===== src/rtl/operand_port_pkg.sv =====
// Shared types and widths for the operand/result transfer port.
package operand_port_pkg;

  localparam int ADDR_W = 9;
  localparam int OPND_W = 8;
  localparam int RES_W  = 16;

  typedef logic [1:0] ch_t;
  localparam ch_t CH_A = 2'd0;
  localparam ch_t CH_B = 2'd1;
  localparam ch_t CH_C = 2'd2;

  typedef enum logic [2:0] {
    IDLE,
    RD_ISSUE,
    RD_WAIT,
    RD_CAPT,
    WR,
    DONE
  } state_e;

endpackage


===== src/rtl/operand_port_if.sv =====
// Controller/memory-facing signal bundle of the operand port.
interface operand_port_if;
  import operand_port_pkg::*;

  logic              en_a;
  logic              en_b;
  logic              en_c;
  logic [ADDR_W-1:0] endereco;
  logic [RES_W-1:0]  result_in;
  logic [ADDR_W-1:0] rom_addr;
  logic [OPND_W-1:0] rom_data;
  logic              ram_we;
  logic [ADDR_W-1:0] ram_addr;
  logic [RES_W-1:0]  ram_wdata;
  logic [OPND_W-1:0] a_out;
  logic [OPND_W-1:0] b_out;
  logic              fim_a;
  logic              fim_b;
  logic              fim_c;
  logic [7:0]        n_results;

  modport slave (
    input  en_a, en_b, en_c, endereco, result_in, rom_data,
    output rom_addr, ram_we, ram_addr, ram_wdata, a_out, b_out,
           fim_a, fim_b, fim_c, n_results
  );

  modport master (
    output en_a, en_b, en_c, endereco, result_in, rom_data,
    input  rom_addr, ram_we, ram_addr, ram_wdata, a_out, b_out,
           fim_a, fim_b, fim_c, n_results
  );

endinterface


===== src/rtl/hs_arm.sv =====
// Per-channel arm flag: a channel is served once per enable assertion and
// re-arms whenever its enable is seen low.
module hs_arm (
  input  logic clk,
  input  logic rst_n,
  input  logic en,
  input  logic clr,
  output logic armed,
  output logic req
);

  logic armed_d, armed_q;

  // NOTE: every combinational output gets a default first so no latch is inferred.
  always_comb begin
    armed_d = armed_q;
    if (!en)      armed_d = 1'b1;  // a low enable wins over a same-cycle done
    else if (clr) armed_d = 1'b0;
  end

  // NOTE: sequential state uses non-blocking assignments only.
  always_ff @(posedge clk or negedge rst_n) begin
    if (!rst_n) armed_q <= 1'b1;
    else        armed_q <= armed_d;
  end

  assign armed = armed_q;
  assign req   = en & armed_q;

endmodule


===== src/rtl/operand_port.sv =====
// Responder for the controller's enable/done handshake: reads operands A/B
// from the synchronous ROM and writes result C to the RAM, one done pulse each.
module operand_port
  import operand_port_pkg::*;
#(
  parameter int ROM_LAT = 1
) (
  input logic           clk,
  input logic           rst_n,
  operand_port_if.slave bus
);

  localparam logic [1:0] WAIT_INIT = (ROM_LAT > 1) ? 2'(ROM_LAT - 2) : 2'd0;

  state_e            state_d, state_q;
  ch_t               ch_d, ch_q;
  logic [ADDR_W-1:0] addr_d, addr_q;
  logic [RES_W-1:0]  res_d, res_q;
  logic [1:0]        wait_d, wait_q;

  logic [ADDR_W-1:0] rom_addr_d, rom_addr_q;
  logic              ram_we_d, ram_we_q;
  logic [ADDR_W-1:0] ram_addr_d, ram_addr_q;
  logic [RES_W-1:0]  ram_wdata_d, ram_wdata_q;
  logic              cap_d, cap_q;
  logic [OPND_W-1:0] a_d, a_q, b_d, b_q;
  logic              fim_a_d, fim_a_q, fim_b_d, fim_b_q, fim_c_d, fim_c_q;
  logic [7:0]        n_d, n_q;

  logic req_a, req_b, req_c;
  logic armed_a, armed_b, armed_c;
  logic done_a, done_b, done_c;

  assign done_a = (state_q == DONE) && (ch_q == CH_A);
  assign done_b = (state_q == DONE) && (ch_q == CH_B);
  assign done_c = (state_q == DONE) && (ch_q == CH_C);

  hs_arm u_arm_a (.clk, .rst_n, .en(bus.en_a), .clr(done_a & armed_a), .armed(armed_a), .req(req_a));
  hs_arm u_arm_b (.clk, .rst_n, .en(bus.en_b), .clr(done_b & armed_b), .armed(armed_b), .req(req_b));
  hs_arm u_arm_c (.clk, .rst_n, .en(bus.en_c), .clr(done_c & armed_c), .armed(armed_c), .req(req_c));

  always_comb begin
    state_d = state_q;
    ch_d    = ch_q;
    addr_d  = addr_q;
    res_d   = res_q;
    wait_d  = wait_q;
    unique case (state_q)
      IDLE: begin
        if (req_a) begin
          ch_d    = CH_A;
          addr_d  = bus.endereco;
          state_d = RD_ISSUE;
        end else if (req_b) begin
          ch_d    = CH_B;
          addr_d  = bus.endereco;
          state_d = RD_ISSUE;
        end else if (req_c) begin
          ch_d    = CH_C;
          addr_d  = bus.endereco;
          res_d   = bus.result_in;
          state_d = WR;
        end
      end
      RD_ISSUE: begin
        if (ROM_LAT > 1) begin
          wait_d  = WAIT_INIT;
          state_d = RD_WAIT;
        end else begin
          state_d = RD_CAPT;
        end
      end
      RD_WAIT: begin
        if (wait_q == 2'd0) state_d = RD_CAPT;
        else                wait_d  = wait_q - 2'd1;
      end
      RD_CAPT: state_d = DONE;
      WR:      state_d = DONE;
      DONE:    state_d = IDLE;
      default: state_d = IDLE;
    endcase
  end

  // Outputs are registered one stage behind the state that produces them, so
  // the capture lands on the edge after RD_CAPT, once ROM data is settled.
  always_comb begin
    rom_addr_d  = (state_q == RD_ISSUE) ? addr_q : rom_addr_q;
    ram_we_d    = (state_q == WR);
    ram_addr_d  = (state_q == WR) ? addr_q : ram_addr_q;
    ram_wdata_d = (state_q == WR) ? res_q  : ram_wdata_q;
    cap_d       = (state_q == RD_CAPT);
    a_d         = (cap_q && ch_q == CH_A) ? bus.rom_data : a_q;
    b_d         = (cap_q && ch_q == CH_B) ? bus.rom_data : b_q;
    fim_a_d     = done_a;
    fim_b_d     = done_b;
    fim_c_d     = done_c;
    n_d         = done_c ? n_q + 8'd1 : n_q;
  end

  // NOTE: these are plain registers, not memories, so all of them take the async reset.
  always_ff @(posedge clk or negedge rst_n) begin
    if (!rst_n) begin
      state_q     <= IDLE;
      ch_q        <= CH_A;
      addr_q      <= '0;
      res_q       <= '0;
      wait_q      <= '0;
      rom_addr_q  <= '0;
      ram_we_q    <= 1'b0;
      ram_addr_q  <= '0;
      ram_wdata_q <= '0;
      cap_q       <= 1'b0;
      a_q         <= '0;
      b_q         <= '0;
      fim_a_q     <= 1'b0;
      fim_b_q     <= 1'b0;
      fim_c_q     <= 1'b0;
      n_q         <= '0;
    end else begin
      state_q     <= state_d;
      ch_q        <= ch_d;
      addr_q      <= addr_d;
      res_q       <= res_d;
      wait_q      <= wait_d;
      rom_addr_q  <= rom_addr_d;
      ram_we_q    <= ram_we_d;
      ram_addr_q  <= ram_addr_d;
      ram_wdata_q <= ram_wdata_d;
      cap_q       <= cap_d;
      a_q         <= a_d;
      b_q         <= b_d;
      fim_a_q     <= fim_a_d;
      fim_b_q     <= fim_b_d;
      fim_c_q     <= fim_c_d;
      n_q         <= n_d;
    end
  end

  assign bus.rom_addr  = rom_addr_q;
  assign bus.ram_we    = ram_we_q;
  assign bus.ram_addr  = ram_addr_q;
  assign bus.ram_wdata = ram_wdata_q;
  assign bus.a_out     = a_q;
  assign bus.b_out     = b_q;
  assign bus.fim_a     = fim_a_q;
  assign bus.fim_b     = fim_b_q;
  assign bus.fim_c     = fim_c_q;
  assign bus.n_results = n_q;

endmodule


===== src/flat_wrapper.sv =====
// flat-port wrapper written by rule: the top's interface ports become plain ports
module operand_port_flat import operand_port_pkg::*;
#(
  parameter int ROM_LAT = 1
)
  (clk, rst_n, bus_en_a, bus_en_b, bus_en_c, bus_endereco, bus_result_in, bus_rom_data, bus_rom_addr, bus_ram_we, bus_ram_addr, bus_ram_wdata, bus_a_out, bus_b_out, bus_fim_a, bus_fim_b, bus_fim_c, bus_n_results);
  operand_port_if bus_i ();
  input logic clk;
  input logic rst_n;
  input wire logic [$bits(bus_i.en_a)-1:0] bus_en_a;
  input wire logic [$bits(bus_i.en_b)-1:0] bus_en_b;
  input wire logic [$bits(bus_i.en_c)-1:0] bus_en_c;
  input wire logic [$bits(bus_i.endereco)-1:0] bus_endereco;
  input wire logic [$bits(bus_i.result_in)-1:0] bus_result_in;
  input wire logic [$bits(bus_i.rom_data)-1:0] bus_rom_data;
  output wire logic [$bits(bus_i.rom_addr)-1:0] bus_rom_addr;
  output wire logic [$bits(bus_i.ram_we)-1:0] bus_ram_we;
  output wire logic [$bits(bus_i.ram_addr)-1:0] bus_ram_addr;
  output wire logic [$bits(bus_i.ram_wdata)-1:0] bus_ram_wdata;
  output wire logic [$bits(bus_i.a_out)-1:0] bus_a_out;
  output wire logic [$bits(bus_i.b_out)-1:0] bus_b_out;
  output wire logic [$bits(bus_i.fim_a)-1:0] bus_fim_a;
  output wire logic [$bits(bus_i.fim_b)-1:0] bus_fim_b;
  output wire logic [$bits(bus_i.fim_c)-1:0] bus_fim_c;
  output wire logic [$bits(bus_i.n_results)-1:0] bus_n_results;
  assign bus_i.en_a = bus_en_a;
  assign bus_i.en_b = bus_en_b;
  assign bus_i.en_c = bus_en_c;
  assign bus_i.endereco = bus_endereco;
  assign bus_i.result_in = bus_result_in;
  assign bus_i.rom_data = bus_rom_data;
  assign bus_rom_addr = bus_i.rom_addr;
  assign bus_ram_we = bus_i.ram_we;
  assign bus_ram_addr = bus_i.ram_addr;
  assign bus_ram_wdata = bus_i.ram_wdata;
  assign bus_a_out = bus_i.a_out;
  assign bus_b_out = bus_i.b_out;
  assign bus_fim_a = bus_i.fim_a;
  assign bus_fim_b = bus_i.fim_b;
  assign bus_fim_c = bus_i.fim_c;
  assign bus_n_results = bus_i.n_results;
  operand_port #(.ROM_LAT(ROM_LAT)) u_core (.clk(clk), .rst_n(rst_n), .bus(bus_i));
endmodule

===== config.mk =====
export PLATFORM = sky130hd
export DESIGN_NAME = operand_port_flat
export DESIGN_NICKNAME = d
export VERILOG_FILES = /design/src/rtl/operand_port_pkg.sv /design/src/rtl/operand_port_if.sv /design/src/rtl/hs_arm.sv /design/src/rtl/operand_port.sv /design/src/flat_wrapper.sv
export SDC_FILE = /design/constraint.sdc
export NUM_CORES = 1
export LEC_CHECK = 0
export BUFFER_PORTS_ARGS = -buffer_cell sky130_fd_sc_hd__buf_2
export CORE_MARGIN = 5
export CORE_UTILIZATION = 40
export DETAILED_ROUTE_END_ITERATION = 6
export PLACE_DENSITY_LB_ADDON = 0.08
export SYNTH_ARGS = -nofsm -noshare
export SYNTH_HDL_FRONTEND = slang
export SYNTH_SLANG_ARGS = --single-unit

===== constraint.sdc =====
create_clock -name clk -period 1.8 [get_ports clk]
set_input_delay 0.36 -clock clk [delete_from_list [all_inputs] [get_ports clk]]
set_output_delay 0.36 -clock clk [all_outputs]
set_load 0.1 [all_outputs]

==> run metrics <==
Area contributors post-synth dfrtp_1 (62%), mux2_2 (20%), mux2_4 (3.9%); Critical Path End Type output port; reg2reg start u_core.state_q[2]; Reg clk slew, reported paths 0.10 ns; port bufs 99; DIE WIDTH about 110 µm; grt ovf 0; final hold vios 0; Min-Delay Path Class in -> reg; CP max FO 6; GP Congestion 0.765; max cap viols 0; Synth cell types 37; Worst Max-Slew Pin Slew 0.540 ns; total die area approximately 12,000 µm²; commonest non-fill, non-tap cell in the layout buf_2; Num CTS Buffers 9; Seq/Total Area, Yosys 64.0%; Nets 400; DR WL/cell between 15 and 20 µm; drt drc 0; CTS tree yes; filler cell count 850; share of cells above drive strength 1 58.1%; Crit Path Class reg -> out; family with the most delay on the worst path buffers and inverters; register area between 2000 and 2500 µm²; Final Critical Period 1.64 ns; initial DRC count 63; H-tree levels 3; DP HPWL 5.43 mm; Synth Flop Type dfrtp_1; Critical Path Source Type flop; Multi-input gate area 1310 µm²; number of synthesized flops with an enable pin 0; largest stage delay on the critical path 0.47 ns; Area Overhead vs Synth 25.4%; HP Start bus_en_c; largest net degree at the start of global routing 62; worst reg2reg path endpoint u_core.res_q[1]; DRT Wirelength 7.53 mm; R2R Setup Slk 0.21 ns; Final ANT Viol Nets 0; Synth Register Bits 98; hold depth 2; Initial Util 41.3%; clk_skew 0.0156 ns; Initial DRT Pass Iterations 4; largest area contributor in the synthesized netlist dfrtp_1; Synth top area share 62.0%; Synth Area per Inst around 16 µm²; final setup violating endpoints 0; async set or reset register ratio after synthesis 100%; clk root buf clkbuf_8; first-pass GRT wire length around 13 mm; Post-CTS Setup Bufs 0; RSZ-0062 raised after global routing false; highest-delay cell along the critical path buf_2; Buffers & Inverters on Critical Path 1; worst hold endpoint u_core.u_arm_c.armed; cell area after synthesis 3840 µm²; most frequent cells in the layout buf_2 (98), dfrtp_1 (95), mux2_2 (67); Crit path arrival time about 1.3 ns; Max-slew headroom 63.5%; Worst-Skew Late Latency 0.35 ns; Inserted Diodes 0; Overall Global Routing Usage approximately 14%; Vias 2,337; maximum clock insertion buffer count 2; io pins 100; CORE AREA 9280 µm²; Clock Sinks about 100; Post-Syn Instances 245; post-synth net total 285; Max Fclk 611 MHz; Syn. warnings 0; crit-path cells buf_2; Register-to-Register Path Depth 4; # rows 35; outcome finished, final reports clean; final worst-path cycle share 90.9%; antenna violations before repair 0; Fin Setup TNS 0 ns; Die Y-Extent 108 µm; Data required, critical path 1.44 ns; vias in the first global route 2,401; Slew Viols, Final 0; Avg Vias per Cell 4.73
[logic make-up (layout without fill, tap and decap cells)]
logic type               count (synthesis)  count (layout)  share of synthesized area [%]
XOR/XNOR                                 9               9                           2.05
adder cells (fa/ha/maj)                  2               2                          0.652
flip-flops                              98              98                           64.0
AO/OA/AOI/OAI                           13              13                           2.15
multiplexers                            78              78                           23.8
AND/OR/NAND/NOR                         32              32                           5.22
buffers and inverters                   13             133                           2.05
[synth_stat cells (2+ instances only)]
library cell,n
o21ai_0,4
nor4_1,2
nor3_1,6
nand3b_1,3
mux2_4,10
nand4_1,3
inv_1,5
buf_2,5
dfstp_2,3
dfrtp_1,95
nor2_1,4
a21oi_1,2
xor2_1,7
xnor2_1,2
ha_1,2
mux2_2,67
nand2_1,5
[timing repair]
action                                 CTS  global route
hold buffers                             1             0
resized for setup                        0             0
endpoints found under the hold margin   34             0
[worst register-to-register path: stages, from the launching register on]
cell	delay (ns)
dfrtp_1	0.39
or3_4	0.41
nor3_4	0.16
buf_12	0.19
mux2_2	0.35
[stage by stage]
step           instance area (µm²)  hold WS, ns  setup slack (ns)  instances  utilization [%]
5_1_grt                       4810        0.163            0.0863        494             51.8
6_report                      4810        0.165             0.165        494             51.8
4_1_cts                       4810        0.154             0.149        494             51.8
2_1_floorplan                 3840       0.0644            0.0232        245                -
3_3_place_gp                  4590        0.361             0.149        477             49.5
3_5_place_dp                  4590        0.360             0.128        477             49.5
[cell type report]
class / instances / area share (%)
timing repair buffer: 112 / 13.7
clock inverter: 7 / 1.77
multi-input combinational: 134 / 27.1
tap: 129 / 3.35
sequential: 98 / 51.0
inverter: 5 / 0.390
clock buffer: 9 / 2.57
[worst max-delay path by stage]
stage	slack (ns)	depth (start not counted)	from	endpoint
2_1_floorplan	0.02	4	u_core.bus.n_results[0]	u_core.bus.n_results[4]
3_3_place_gp	0.15	5	bus_en_a	u_core.res_q[1]
3_5_place_dp	0.13	5	bus_en_a	u_core.res_q[1]
4_1_cts	0.15	1	u_core.bus.n_results[3]	bus_n_results[3]
5_1_grt	0.09	1	u_core.bus.n_results[3]	bus_n_results[3]
6_report	0.16	1	u_core.bus.n_results[3]	bus_n_results[3]
[flip-flops by register name, summed over array words and instances, names as in the netlist]
signal and flops:
u_core.bus.b_out 8, u_core.bus.fim_c 1, u_core.state_q 3, u_core.bus.fim_a 1, u_core.u_arm_b.armed 1, u_core.ch_q 2
u_core.bus.fim_b 1, u_core.cap_q 1, u_core.bus.ram_we 1, u_core.bus.ram_wdata 16, u_core.bus.n_results 8, u_core.u_arm_a.armed 1
u_core.u_arm_c.armed 1, u_core.wait_q 2, u_core.bus.ram_addr 9, u_core.res_q 16, u_core.bus.rom_addr 9, u_core.addr_q 9
u_core.bus.a_out 8
[layer usage]
| metal | part of all wire [%] | up-vias | track usage [%] |
|---|---|---|---|
| met5 | 0 | - | 0 |
| met4 | 1.1 | 0 | 3.52 |
| met3 | 5.5 | 8 | 4.42 |
| met2 | 46 | 61 | 21.0 |
| met1 | 48 | 1170 | 19.2 |
| li1 | - | 1098 | - |
Power is left out: the tool's default activity adds up to more than one toggle a clock period on the data nets, which glitch-free logic cannot reach.
